### src/rtl/mult_sgf_norm_round_pkg.sv
// Shared FPU definitions: rounding-mode encodings, default widths and the
// normalize/round stage state encoding.
package mult_sgf_norm_round_pkg;

   localparam int SW_DEF = 24;
   localparam int EW_DEF = 8;

   localparam logic [1:0] RM_RNE  = 2'b00;
   localparam logic [1:0] RM_RZ   = 2'b01;
   localparam logic [1:0] RM_PINF = 2'b10;
   localparam logic [1:0] RM_NINF = 2'b11;

   typedef enum logic [1:0] {
      ST_IDLE  = 2'd0,
      ST_NORM  = 2'd1,
      ST_ROUND = 2'd2,
      ST_POST  = 2'd3
   } nr_state_t;

endpackage

### src/rtl/mult_sgf_norm_round_if.sv
// Load/ready handshake and data bus between the FPU control FSM (master)
// and the significand normalize/round stage (slave).
interface mult_sgf_norm_round_if #(
   parameter int SW = 24,
   parameter int EW = 8
);
   logic              load_i;
   logic [2*SW-1:0]   sgf_prod_i;
   logic [EW:0]       exp_i;
   logic              sign_i;
   logic [1:0]        rmode_i;
   logic              busy_o;
   logic              ready_o;
   logic [SW-1:0]     sgf_o;
   logic [EW-1:0]     exp_o;
   logic              ovf_o;
   logic              unf_o;

   modport master (
      output load_i, sgf_prod_i, exp_i, sign_i, rmode_i,
      input  busy_o, ready_o, sgf_o, exp_o, ovf_o, unf_o
   );

   modport slave (
      input  load_i, sgf_prod_i, exp_i, sign_i, rmode_i,
      output busy_o, ready_o, sgf_o, exp_o, ovf_o, unf_o
   );
endinterface

### src/rtl/mult_sgf_norm_round_round_decide.sv
// IEEE-754 increment decision from guard, sticky, kept LSB and sign.
// Purely combinational; shared with the adder-path rounder.
module round_decide
   import mult_sgf_norm_round_pkg::*;
(
   input  logic       g,
   input  logic       s,
   input  logic       lsb,
   input  logic       sign,
   input  logic [1:0] rmode,
   output logic       inc
);

   always_comb begin
      inc = 1'b0;
      unique case (rmode)
         RM_RNE:  inc = g & (s | lsb);
         RM_RZ:   inc = 1'b0;
         RM_PINF: inc = (g | s) & ~sign;
         RM_NINF: inc = (g | s) & sign;
         default: inc = 1'b0;
      endcase
   end

endmodule

### src/rtl/mult_sgf_norm_round.sv
// Normalize/round stage behind the significand multiplier: capture, 1-bit
// normalize, round, re-normalize on carry-out, exponent flags.
//
//  state    | meaning
//  ---------+-----------------------------------------------------------
//  ST_IDLE  | waiting for load_i; captures product, exponent, sign, mode
//  ST_NORM  | selects kept bits, guard, sticky; bumps exponent if MSB set
//  ST_ROUND | adds rounding increment into SW+1 bit sum
//  ST_POST  | re-normalizes carry-out, computes flags, writes outputs
module mult_sgf_norm_round
   import mult_sgf_norm_round_pkg::*;
#(
   parameter int SW = SW_DEF,
   parameter int EW = EW_DEF
) (
   input  logic                  clk,
   input  logic                  rst,
   mult_sgf_norm_round_if.slave  bus
);

   localparam logic [EW+1:0] EXP_MAX = {2'b00, {EW{1'b1}}};

   nr_state_t        state_q, state_d;

   logic [2*SW-1:0]  prod_q;
   logic [EW+1:0]    exp_q;
   logic             sign_q;
   logic [1:0]       rmode_q;
   logic [SW-1:0]    kept_q;
   logic             g_q;
   logic             s_q;
   logic [SW:0]      sum_q;

   logic             ready_q;
   logic [SW-1:0]    sgf_out_q;
   logic [EW-1:0]    exp_out_q;
   logic             ovf_q;
   logic             unf_q;

   logic             cap_en;
   logic             prod_hi;
   logic [SW-1:0]    kept_n;
   logic             g_n;
   logic             s_n;
   logic             inc;
   logic [SW:0]      sum_n;
   logic [EW+1:0]    exp_fin;
   logic [SW-1:0]    sgf_fin;
   logic             ovf_fin;
   logic             unf_fin;

   // ------------------------------------------------------------------
   // FSM
   // ------------------------------------------------------------------
   always_ff @(posedge clk) begin
      if (rst) state_q <= ST_IDLE;
      else     state_q <= state_d;
   end

   always_comb begin
      state_d = state_q;
      cap_en  = 1'b0;
      unique case (state_q)
         ST_IDLE: begin
            if (bus.load_i) begin
               cap_en  = 1'b1;
               state_d = ST_NORM;
            end
         end
         ST_NORM:  state_d = ST_ROUND;
         ST_ROUND: state_d = ST_POST;
         ST_POST:  state_d = ST_IDLE;
         default:  state_d = ST_IDLE;
      endcase
   end

   // ------------------------------------------------------------------
   // Datapath
   // ------------------------------------------------------------------
   // Product of two normalized significands lies in [1,4): at most one
   // right shift is needed, selected by the top product bit.
   always_comb begin
      prod_hi = prod_q[2*SW-1];
      if (prod_hi) begin
         kept_n = prod_q[2*SW-1:SW];
         g_n    = prod_q[SW-1];
         s_n    = |prod_q[SW-2:0];
      end else begin
         kept_n = prod_q[2*SW-2:SW-1];
         g_n    = prod_q[SW-2];
         s_n    = |prod_q[SW-3:0];
      end
   end

   round_decide u_round_decide (
      .g     (g_q),
      .s     (s_q),
      .lsb   (kept_q[0]),
      .sign  (sign_q),
      .rmode (rmode_q),
      .inc   (inc)
   );

   assign sum_n = {1'b0, kept_q} + {{SW{1'b0}}, inc};

   // A carry-out can only come from an all-ones mantissa, so the shifted
   // result is exactly 1.000...0.
   always_comb begin
      exp_fin = exp_q + {{(EW+1){1'b0}}, sum_q[SW]};
      sgf_fin = sum_q[SW] ? sum_q[SW:1] : sum_q[SW-1:0];
      ovf_fin = (exp_fin >= EXP_MAX);
      unf_fin = (exp_fin == '0);
   end

   always_ff @(posedge clk) begin
      if (rst) begin
         prod_q  <= '0;
         exp_q   <= '0;
         sign_q  <= 1'b0;
         rmode_q <= RM_RNE;
         kept_q  <= '0;
         g_q     <= 1'b0;
         s_q     <= 1'b0;
         sum_q   <= '0;
      end else begin
         if (cap_en) begin
            prod_q  <= bus.sgf_prod_i;
            exp_q   <= {1'b0, bus.exp_i};
            sign_q  <= bus.sign_i;
            rmode_q <= bus.rmode_i;
         end
         if (state_q == ST_NORM) begin
            kept_q <= kept_n;
            g_q    <= g_n;
            s_q    <= s_n;
            exp_q  <= exp_q + {{(EW+1){1'b0}}, prod_hi};
         end
         if (state_q == ST_ROUND) begin
            sum_q <= sum_n;
         end
      end
   end

   // Output registers: written once per operation, held until the next one.
   always_ff @(posedge clk) begin
      if (rst) begin
         ready_q   <= 1'b0;
         sgf_out_q <= '0;
         exp_out_q <= '0;
         ovf_q     <= 1'b0;
         unf_q     <= 1'b0;
      end else begin
         ready_q <= (state_q == ST_POST);
         if (state_q == ST_POST) begin
            ovf_q <= ovf_fin;
            unf_q <= unf_fin;
            if (ovf_fin) begin
               sgf_out_q <= '0;
               exp_out_q <= '1;
            end else begin
               sgf_out_q <= sgf_fin;
               exp_out_q <= exp_fin[EW-1:0];
            end
         end
      end
   end

   assign bus.busy_o  = (state_q != ST_IDLE);
   assign bus.ready_o = ready_q;
   assign bus.sgf_o   = sgf_out_q;
   assign bus.exp_o   = exp_out_q;
   assign bus.ovf_o   = ovf_q;
   assign bus.unf_o   = unf_q;

endmodule

### src/flat_wrapper.sv
// flat-port wrapper written by rule: the top's interface ports become plain ports
module mult_sgf_norm_round_flat import mult_sgf_norm_round_pkg::*;
#(
   parameter int SW = SW_DEF,
   parameter int EW = EW_DEF
)
  (clk, rst, bus_load_i, bus_sgf_prod_i, bus_exp_i, bus_sign_i, bus_rmode_i, bus_busy_o, bus_ready_o, bus_sgf_o, bus_exp_o, bus_ovf_o, bus_unf_o);
  mult_sgf_norm_round_if #(.SW(SW), .EW(EW)) bus_i ();
  input  logic clk;
  input  logic rst;
  input wire logic [$bits(bus_i.load_i)-1:0] bus_load_i;
  input wire logic [$bits(bus_i.sgf_prod_i)-1:0] bus_sgf_prod_i;
  input wire logic [$bits(bus_i.exp_i)-1:0] bus_exp_i;
  input wire logic [$bits(bus_i.sign_i)-1:0] bus_sign_i;
  input wire logic [$bits(bus_i.rmode_i)-1:0] bus_rmode_i;
  output wire logic [$bits(bus_i.busy_o)-1:0] bus_busy_o;
  output wire logic [$bits(bus_i.ready_o)-1:0] bus_ready_o;
  output wire logic [$bits(bus_i.sgf_o)-1:0] bus_sgf_o;
  output wire logic [$bits(bus_i.exp_o)-1:0] bus_exp_o;
  output wire logic [$bits(bus_i.ovf_o)-1:0] bus_ovf_o;
  output wire logic [$bits(bus_i.unf_o)-1:0] bus_unf_o;
  assign bus_i.load_i = bus_load_i;
  assign bus_i.sgf_prod_i = bus_sgf_prod_i;
  assign bus_i.exp_i = bus_exp_i;
  assign bus_i.sign_i = bus_sign_i;
  assign bus_i.rmode_i = bus_rmode_i;
  assign bus_busy_o = bus_i.busy_o;
  assign bus_ready_o = bus_i.ready_o;
  assign bus_sgf_o = bus_i.sgf_o;
  assign bus_exp_o = bus_i.exp_o;
  assign bus_ovf_o = bus_i.ovf_o;
  assign bus_unf_o = bus_i.unf_o;
  mult_sgf_norm_round #(.SW(SW), .EW(EW)) u_core (.clk(clk), .rst(rst), .bus(bus_i));
endmodule
### config.mk
export PLATFORM = sky130hd
export DESIGN_NAME = mult_sgf_norm_round_flat
export DESIGN_NICKNAME = d
export VERILOG_FILES = /design/src/rtl/mult_sgf_norm_round_pkg.sv /design/src/rtl/mult_sgf_norm_round_if.sv /design/src/rtl/mult_sgf_norm_round_round_decide.sv /design/src/rtl/mult_sgf_norm_round.sv /design/src/flat_wrapper.sv
export SDC_FILE = /design/constraint.sdc
export NUM_CORES = 1
export LEC_CHECK = 0
export CAP_MARGIN = 0
export CORE_ASPECT_RATIO = 0.9
export CORE_UTILIZATION = 40
export CTS_CLUSTER_DIAMETER = 150
export DETAILED_ROUTE_END_ITERATION = 10
export PLACE_DENSITY = 0.62
export SETUP_SLACK_MARGIN = 0.15
export SYNTH_ARGS = -nofsm -noshare
export SYNTH_HDL_FRONTEND = slang
export SYNTH_HIERARCHICAL = 1
export SYNTH_SLANG_ARGS = --single-unit
### constraint.sdc
create_clock -name clk -period 7.7 [get_ports clk]
set_clock_uncertainty 0.2 [all_clocks]
set_input_delay 1.54 -clock clk [delete_from_list [all_inputs] [get_ports clk]]
set_output_delay 1.54 -clock clk [all_outputs]
set_load 0.05 [all_outputs]
==> results of run 1 <==
[power breakdown]
part | leakage, nW | switching [W] | internal (W)
sequential | 1.22 | 0.000172 | 0.000939
clock | 0.306 | 0.000315 | 0.000559
combinational | 1.25 | 0.000463 | 0.000294
total | 2.77 | 0.000949 | 0.00179
[metal layers]
| metal | routed length, um | up-vias | GRT usage, % |
|---|---|---|---|
| li1 | - | 2897 | - |
| met1 | 7690 | 2458 | 24.7 |
| met2 | 6110 | 124 | 25.9 |
| met3 | 660 | 18 | 3.88 |
| met4 | 197 | 0 | 6.35 |
| met5 | 0 | - | 0 |
[worst max-delay path, delay by kind of cell, from the launching register on]
kind | cells | cell delay [ns]
DFF | 1 | 0.36
adders and majority gates | 1 | 0.27
buffers and inverters | 3 | 1.02
[synth_stat cells, drive strengths merged]
cell / n
a211o: 1
or2: 3
a21oi: 68
and4: 3
nand2: 155
nor2: 82
a31o: 1
inv: 9
o31a: 2
a41oi: 1
and2: 3
a211oi: 51
o21bai: 1
and3: 6
nor4b: 1
a21bo: 1
buf: 14
clkinv: 1
o31ai: 1
nor4: 7
nand2b: 1
nand4: 9
a311oi: 8
or4: 1
o32ai: 24
xor2: 18
nor3b: 1
nor3: 13
o21ai: 6
a22oi: 1
dfxtp: 149
o311ai: 1
xnor2: 15
ha: 11
nand3: 18
clkbuf: 49
mux2i: 50
or3: 6
[state kept, by name, indices dropped and copies added (netlist names)]
register,cells
u_core/bus.exp_o,8
u_core/g_q,1
u_core/rmode_q,2
u_core/bus.unf_o,1
u_core/kept_q,24
u_core/state_q,2
u_core/bus.ready_o,1
u_core/prod_q,48
u_core/bus.sgf_o,24
u_core/s_q,1
u_core/sign_q,1
u_core/bus.ovf_o,1
u_core/sum_q,25
u_core/exp_q,10
[cell type report]
class / count / area, um^2
Fill cell: 1517 / 7900
Inverter: 10 / 37.5
Clock inverter: 12 / 176
Timing Repair Buffer: 103 / 1020
Multi-Input combinational cell: 570 / 3410
Clock buffer: 20 / 457
Sequential cell: 149 / 2980
Tap cell: 207 / 259
[cell usage in the layout, fill, tap and decap left out, types with 8 or more instances in the layout]
master / count
xor2_1: 18
nand3_1: 16
nor2_1: 82
dfxtp_1: 149
a211oi_1: 49
a311oi_1: 8
nand2_1: 153
inv_1: 9
ha_1: 10
mux2i_1: 50
clkdlybuf4s50_1: 97
o32ai_1: 24
xnor2_1: 15
nand4_1: 8
a21oi_1: 68
clkbuf_16: 17
nor3_1: 12
[logic make-up (layout without fill, tap and decap cells)]
group	count (synthesis)	count (layout)	share of synthesized area, %
compound gates	167	167	16.8
xor+xnor	33	33	4.31
fa+ha+maj	11	11	2.05
buf+inv	73	145	4.79
flops	149	149	44.5
mux	50	50	7.46
simple gates	309	309	20.1
[stage by stage]
step | cells | power, W | util, % | hold WS (ns)
global placement | 1039 | 0.00185 | 47.4 | 0.242
detailed placement | 1039 | 0.00188 | 47.4 | 0.250
CTS | 1071 | 0.00276 | 51.3 | 0.259
finish | 1071 | 0.00274 | 51.3 | 0.257
floorplan | 792 | 0.00170 | - | 0.236
global route | 1071 | 0.00292 | 51.3 | 0.280
[how the worst max path moves through the flow]
stage / start / end / slack [ns] / cells after the start
6_report: u_core/state_q[0] / bus_busy_o / 3.89 / 4
5_1_grt: u_core/state_q[0] / bus_busy_o / 3.78 / 4
4_1_cts: u_core/state_q[0] / bus_busy_o / 3.87 / 4
3_5_place_dp: rst / u_core/bus.unf_o / 3.95 / 6
3_3_place_gp: rst / u_core/bus.unf_o / 3.98 / 6
2_1_floorplan: rst / u_core/bus.sgf_o[4] / 4.95 / 5
==> impl_metrics.csv, run 1 <==
group,metric,value,unit
run_status,status,"finished, violations left",
global_routing,grt_pass1_wl,24700,um
final_layout,n_antenna_cell,0,
logic_synthesis,syn-cell-area,0.00671,mm^2
final_layout,drive_above_1_share,6.02,%
global_routing,grt_pass1_vias,5063,
routing,viasPerCell,5.13,
clock_tree,clk_pin_slew_worst_paths,0.06,ns
clock_tree,cts_buffers,17,
logic_synthesis,synth_seq_cells,149,
critical_path,r2r_cells,7,
clock_tree,cts_tree,"done",
place,place.gp.congestion,0.806,
power,power_leakage,2.77,nW
sta,finalCritPeriodShare,49.5,%
routing,drcViolationCount,22,
routing,drt-initial-drc-count,371,
critical_path,cp.arrival,2.07,ns
critical_path,crit_required,5.96,ns
sta,tns,0,ns
power,power_density,329,mW/mm^2
sta,setup_viol_count_final,0,
sta,max_freq,263,MHz
final_layout,final_cell_area,0.00834,mm^2
sta,finalHoldViolCount,0,
logic_synthesis,syn_nets,866,
die,dieArea,0.0173,mm^2
clock_tree,hold_buffers,0,
clock_tree,clock_tree.buffer_depth,2,
logic_synthesis,syn_area_per_cell,8.47,um^2
die,ioPinCount,99,
sta,relSlewSlack,30.1,%
place,placed_area,0.00771,mm^2
clock_tree,root_buffer,"clkbuf_16",
routing,vias,5497,
logic_synthesis,synth.largest_area_cell,"dfxtp_1",
critical_path,critical_path_class,"reg -> out",
global_routing,grt_max_degree,78,
sta,rsz0062_at_grt,"false",
routing,wl_per_cell,13.7,um
place,pre_cts_ws,3.95,ns
min_path,min_to,"u_core/prod_q[7]",
critical_path,reg2reg_setup_slack,4.73,ns
min_path,holdPathStages,2,
min_path,hp-start,"u_core/prod_q[7]",
place,dp_hpwl,10000,um
critical_path,cp_slowest_stage_delay,0.80,ns
final_layout,area_delta_synth_final,24.3,%
place,numPortBuffers,98,
sta,slew_viol_final,0,
sta,period_needed,3.81,ns
die,die_w,139,um
global_routing,overflow,0,
logic_synthesis,ys.warnings.count,6,
critical_path,cp_max_fo,6,
routing,drtAntennaViolNets,0,
clock_tree,post_cts_resized,0,
critical_path,setup.worst_path.start_class,"flip-flop",
logic_synthesis,synth.area.top_cells,"dfxtp_1 44%, nand2_1 8.6%, mux2i_1 7.5%",
clock_tree,clock_sinks,149,
sta,tightest_slew,1.05,ns
sta,setup_ws,3.89,ns
global_routing,track_usage,17.5,%
routing,drtPass1Iterations,8,
logic_synthesis,ys_seq_area_share,44.5,%
die,initial_core_util,41.3,%
critical_path,end_kind,"output port",
die,core.rowCount,44,
clock_tree,clk_latency,0.42,ns
logic_synthesis,ys_types,48,
critical_path,cp_slowest_cell,"clkdlybuf4s50_1",
die,coreArea,0.0162,mm^2
clock_tree,cts_max_level,4,
final_layout,final_net_count,925,
critical_path,r2r-start,"u_core/exp_q[0]",
clock_tree,cts_setup_buffers,0,
global_routing,antenna_found_initial,0,
min_path,hp-class,"reg -> reg",
die,die_h,125,um
power,ir_drop,0.183,mV
critical_path,worstReg2RegEnd,"u_core/bus.sgf_o[10]",
logic_synthesis,netlist_instances,792,
critical_path,path_cells,"inv_1 > ha_1 > inv_1 > clkdlybuf4s50_1",
run,maxCapViolations,0,
critical_path,crit_top_cell,"inv_1",
logic_synthesis,synth_top_area_share,44.5,%
routing,drt_wl_total,14700,um
run_status,violations,"DRC",
No activity file was read; power rests on OpenSTA's default activity.
==> run 2: changes to the inputs <==
==> constraint.sdc (replaced) <==
create_clock -name clk -period 3.8 [get_ports clk]
set_clock_uncertainty 0.2 [all_clocks]
set_input_delay 0.76 -clock clk [delete_from_list [all_inputs] [get_ports clk]]
set_output_delay 0.76 -clock clk [all_outputs]
set_load 0.05 [all_outputs]
==> impl_metrics.csv, run 2 (synthesis results as in run 1) <==
group,metric,value,unit
run,maxCapViolations,0,
clock_tree,clk_latency,0.42,ns
clock_tree,post_cts_resized,0,
global_routing,grt_pass1_vias,5110,
routing,viasPerCell,5.16,
critical_path,end_kind,"output port",
final_layout,final_common_cell,"nand2_1",
sta,rsz0062_at_grt,"false",
clock_tree,root_buffer,"clkbuf_16",
clock_tree,hold_buffers,0,
routing,vias,5542,
run_status,violations,"DRC",
min_path,hp-class,"reg -> reg",
place,dp_hpwl,10200,um
critical_path,cp_max_fo,6,
final_layout,top_register,"u_core/prod_q",
final_layout,drive_above_1_share,6.34,%
power,ir_drop,0.388,mV
power,power.switching,0.00190,W
place,placed_area,0.00774,mm^2
power,p_comb_share,27.9,%
die,initial_core_util,41.3,%
die,die_h,125,um
global_routing,grt_pass1_wl,25000,um
clock_tree,clk_pin_slew_worst_paths,0.06,ns
sta,max_freq,332,MHz
routing,drt-initial-drc-count,344,
clock_tree,cts_setup_buffers,0,
final_layout,final_core_util,51.6,%
die,die_w,139,um
die,ioPinCount,99,
die,dieArea,0.0173,mm^2
critical_path,setup.worst_path.start_class,"flip-flop",
clock_tree,cts_tree,"done",
routing,drt_wl_total,14700,um
power,pwr-share-clk,31.8,%
final_layout,area_delta_synth_final,24.9,%
global_routing,overflow,0,
place,place.gp.congestion,0.782,
clock_tree,cts_max_level,4,
final_layout,final_net_count,930,
critical_path,critical_path_class,"reg -> out",
global_routing,antenna_found_initial,0,
critical_path,cp.arrival,2.05,ns
sta,relSlewSlack,41.8,%
final_layout,n_antenna_cell,0,
die,coreArea,0.0162,mm^2
power,power_density,665,mW/mm^2
global_routing,track_usage,17.8,%
power,p_sw_share,34.0,%
clock_tree,cts_buffers,17,
sta,setup_viol_count_final,0,
sta,period_needed,3.01,ns
final_layout,final_cell_area,0.00838,mm^2
global_routing,grt_max_degree,74,
clock_tree,clock_tree.buffer_depth,2,
power,power_leakage,2.80,nW
sta,finalHoldViolCount,0,
sta,finalCritPeriodShare,79.3,%
power,p_int,0.00368,W
clock_tree,clock_sinks,149,
sta,slew_viol_final,0,
routing,wl_per_cell,13.7,um
sta,tightest_slew,0.870,ns
final_layout,largest_reg_flops,48,
routing,drtPass1Iterations,10,
power,power_frac_seq,40.3,%
sta,tns,0,ns
run_status,status,"finished, violations left",
final_layout,final_cell_mix,"153 x nand2_1, 149 x dfxtp_1, 97 x clkdlybuf4s50_1",
place,numPortBuffers,98,
routing,drcViolationCount,22,
routing,drtAntennaViolNets,0,
die,core.rowCount,44,
critical_path,crit_required,2.84,ns
final_layout,largestRegisters,"u_core/prod_q (48), u_core/sum_q (25)",
run 2: area by class of cell:
class / instances / area (um^2)
fill: 1510 / 7860
multi-input combinational: 570 / 3410
tap: 207 / 259
clock inverter: 8 / 146
sequential: 149 / 2980
clock buffer: 23 / 488
inverter: 10 / 37.5
timing repair buffer: 108 / 1050
run 2: path summary, 6_finish.rpt:
kind                     startpoint                    to  slack [ns]  cells after the start
hold reg to reg   u_core/prod_q[13]     u_core/prod_q[13]        0.25                      2
hold / removal    u_core/prod_q[13]     u_core/prod_q[13]        0.25                      2
setup reg to reg    u_core/exp_q[0]  u_core/bus.sgf_o[13]        0.89                      7
setup / recovery  u_core/state_q[0]            bus_busy_o        0.79                      4
run 2: layer usage:
metal  vias up  track usage (%)  wire, um
met4         0             5.55       157
met1      2512             25.3      7710
met2       100             25.9      6290
li1       2917                -         -
met3        13             4.65       575
met5         -                0         0
run 2: worst max-delay path, cell delays in order, from the launching register on:
cell	delay, ns
dfxtp_1	0.36
inv_1	0.10
ha_1	0.27
inv_1	0.11
clkdlybuf4s50_1	0.80
run 2: power groups by stage:
stage,registers (W),clock network (W),logic (W)
final,0.00225,0.00177,0.00155
after detailed placement,0.00228,0,0.00155
after global placement,0.00226,0,0.00152
after global routing,0.00230,0.00188,0.00175
after CTS,0.00225,0.00181,0.00156
after floorplan,0.00223,0,0.00121
run 2: stage by stage:
stage | power [W] | hold slack (ns) | setup WS (ns) | instances
after floorplan | 0.00344 | 0.236 | 1.37 | 792
after global placement | 0.00378 | 0.243 | 1.01 | 1044
after detailed placement | 0.00383 | 0.247 | 0.883 | 1044
after CTS | 0.00562 | 0.256 | 0.742 | 1075
after global routing | 0.00593 | 0.284 | 0.635 | 1075
final | 0.00557 | 0.254 | 0.785 | 1075
==> run 3: changes to the inputs <==
==> constraint.sdc (replaced) <==
create_clock -name clk -period 2.9 [get_ports clk]
set_clock_uncertainty 0.2 [all_clocks]
set_input_delay 0.58 -clock clk [delete_from_list [all_inputs] [get_ports clk]]
set_output_delay 0.58 -clock clk [all_outputs]
set_load 0.05 [all_outputs]
==> impl_metrics.csv, run 3 (synthesis results as in run 1) <==
group,metric,value,unit
run_status,status,"finished, violations left",
run_status,violations,"DRC",
final_layout,n_antenna_cell,0,
final_layout,final_cell_mix,"153 x nand2_1, 149 x dfxtp_1, 96 x clkdlybuf4s50_1",
sta,rsz0062_at_grt,"false",
die,initial_core_util,41.3,%
critical_path,worstReg2RegEnd,"u_core/sum_q[20]",
die,core.rowCount,44,
sta,finalCritPeriodShare,90.6,%
global_routing,grt_max_degree,149,
routing,drt_wl_total,14800,um
place,placed_cells,1045,
clock_tree,clock_tree.buffer_depth,2,
global_routing,grt_pass1_wl,24700,um
place,dp_hpwl,10300,um
clock_tree,clock_sinks,149,
sta,relSlewSlack,54.8,%
power,p_total,0.00700,W
die,die_w,139,um
clock_tree,clk_pin_slew_worst_paths,0.06,ns
critical_path,crit_path_end,"bus_busy_o",
clock_tree,cts_tree,"done",
final_layout,top_register,"u_core/prod_q",
place,numPortBuffers,98,
routing,drt-initial-drc-count,425,
die,ioPinCount,99,
final_layout,largest_reg_flops,48,
power,power_density,839,mW/mm^2
final_layout,largestRegisters,"u_core/prod_q (48), u_core/sum_q (25)",
min_path,hp-class,"reg -> reg",
critical_path,end_kind,"output port",
sta,setup_viol_count_final,0,
min_path,hp-start,"u_core/prod_q[4]",
die,coreArea,0.0162,mm^2
routing,drtAntennaViolNets,0,
final_layout,drive_above_1_share,6.54,%
routing,vias,5584,
final_layout,final_net_count,933,
die,dieArea,0.0173,mm^2
critical_path,crit_required,2.12,ns
critical_path,r2r-start,"u_core/rmode_q[1]",
critical_path,critical_path_class,"reg -> out",
global_routing,overflow,0,
die,die_h,125,um
routing,wl_per_cell,13.8,um
routing,viasPerCell,5.18,
run,maxCapViolations,0,
sta,tns,0,ns
sta,finalHoldViolCount,0,
final_layout,final_cell_area,0.00835,mm^2
critical_path,cp.arrival,1.85,ns
final_layout,fill_cells,1497,
final_layout,area_delta_synth_final,24.4,%
clock_tree,root_buffer,"clkbuf_16",
power,power_leakage,2.76,nW
sta,max_freq,381,MHz
final_layout,final_cells,1078,
routing,drtPass1Iterations,8,
critical_path,cp_max_fo,6,
power,ir_drop,0.450,mV
final_layout,final_core_util,51.4,%
critical_path,r2r_cells,10,
critical_path,reg2reg_setup_slack,0.28,ns
global_routing,track_usage,17.6,%
sta,tightest_slew,0.678,ns
global_routing,antenna_found_initial,0,
routing,drcViolationCount,22,
critical_path,crit_path_start,"u_core/state_q[0]",
clock_tree,cts_max_level,4,
global_routing,grt_pass1_vias,5093,
place,place.gp.congestion,0.826,
final_layout,final_common_cell,"nand2_1",
clock_tree,cts_buffers,17,
place,placed_area,0.00778,mm^2
sta,slew_viol_final,0,
clock_tree,clk_latency,0.42,ns
sta,period_needed,2.63,ns
critical_path,setup.worst_path.start_class,"flip-flop",
## run 3: cell types whose count changed in the layout (fill, tap and decap cells not counted), sizes merged
cell           previous run  this run
clkbuf                   23        27
buf                      11        14
bufinv                    4         1
clkdlybuf4s50            97        96
clkinv                    4         3
dlygate4sd2               0         1
## run 3: stage by stage
stage / hold slack (ns) / worst slack [ns]
detailed placement: 0.247 / 0.223
floorplan: 0.236 / 0.466
global placement: 0.243 / 0.310
CTS: 0.255 / 0.211
finish: 0.254 / 0.273
global route: 0.271 / 0.111
## run 3: cell type report
class,instances,area [um^2],area share (%)
multi-input cells,570,3430,41.1
flip-flops and latches,149,2980,35.7
repair buffers,111,1100,13.2
clock buffers,27,483,5.79
well taps,207,259,3.10
clock inverters,4,47.5,0.570
inverters,10,37.5,0.450
## run 3: what timing repair did
action	CTS	global route
gates resized for setup	1	6
gates cloned	0	0
buffers inserted	0	2
hold buffers	0	0
endpoints found under the setup margin	1	13
pin swaps	0	1
## run 3: worst min-delay path by stage
stage	end	slack [ns]	depth (start not counted)
after CTS	u_core/prod_q[4]	0.25	2
after global placement	u_core/prod_q[13]	0.24	2
after detailed placement	u_core/prod_q[4]	0.25	2
final	u_core/prod_q[4]	0.25	2
after global routing	u_core/prod_q[4]	0.27	2
after floorplan	u_core/prod_q[14]	0.24	2
## run 3: report_power, final
part | total (W) | internal (W) | switching (W)
clock | 0.00198 | 0.00122 | 0.000766
sequential | 0.00296 | 0.00249 | 0.000463
combinational | 0.00206 | 0.000823 | 0.00124
## run 3: routing by layer
| metal | vias up | track usage [%] | share of wire (%) |
|---|---|---|---|
| met5 | - | 0 | 0 |
| li1 | 2917 | - | - |
| met4 | 0 | 6.35 | 1.2 |
| met3 | 15 | 4.19 | 4.5 |
| met1 | 2526 | 25.3 | 52 |
| met2 | 126 | 25.2 | 43 |
## run 3: worst max-delay path, cell delays in order (launching register included)
cell and delay [ns]:
dfxtp_1 0.38, inv_1 0.12, ha_1 0.28, inv_1 0.11
dlygate4sd2_1 0.54
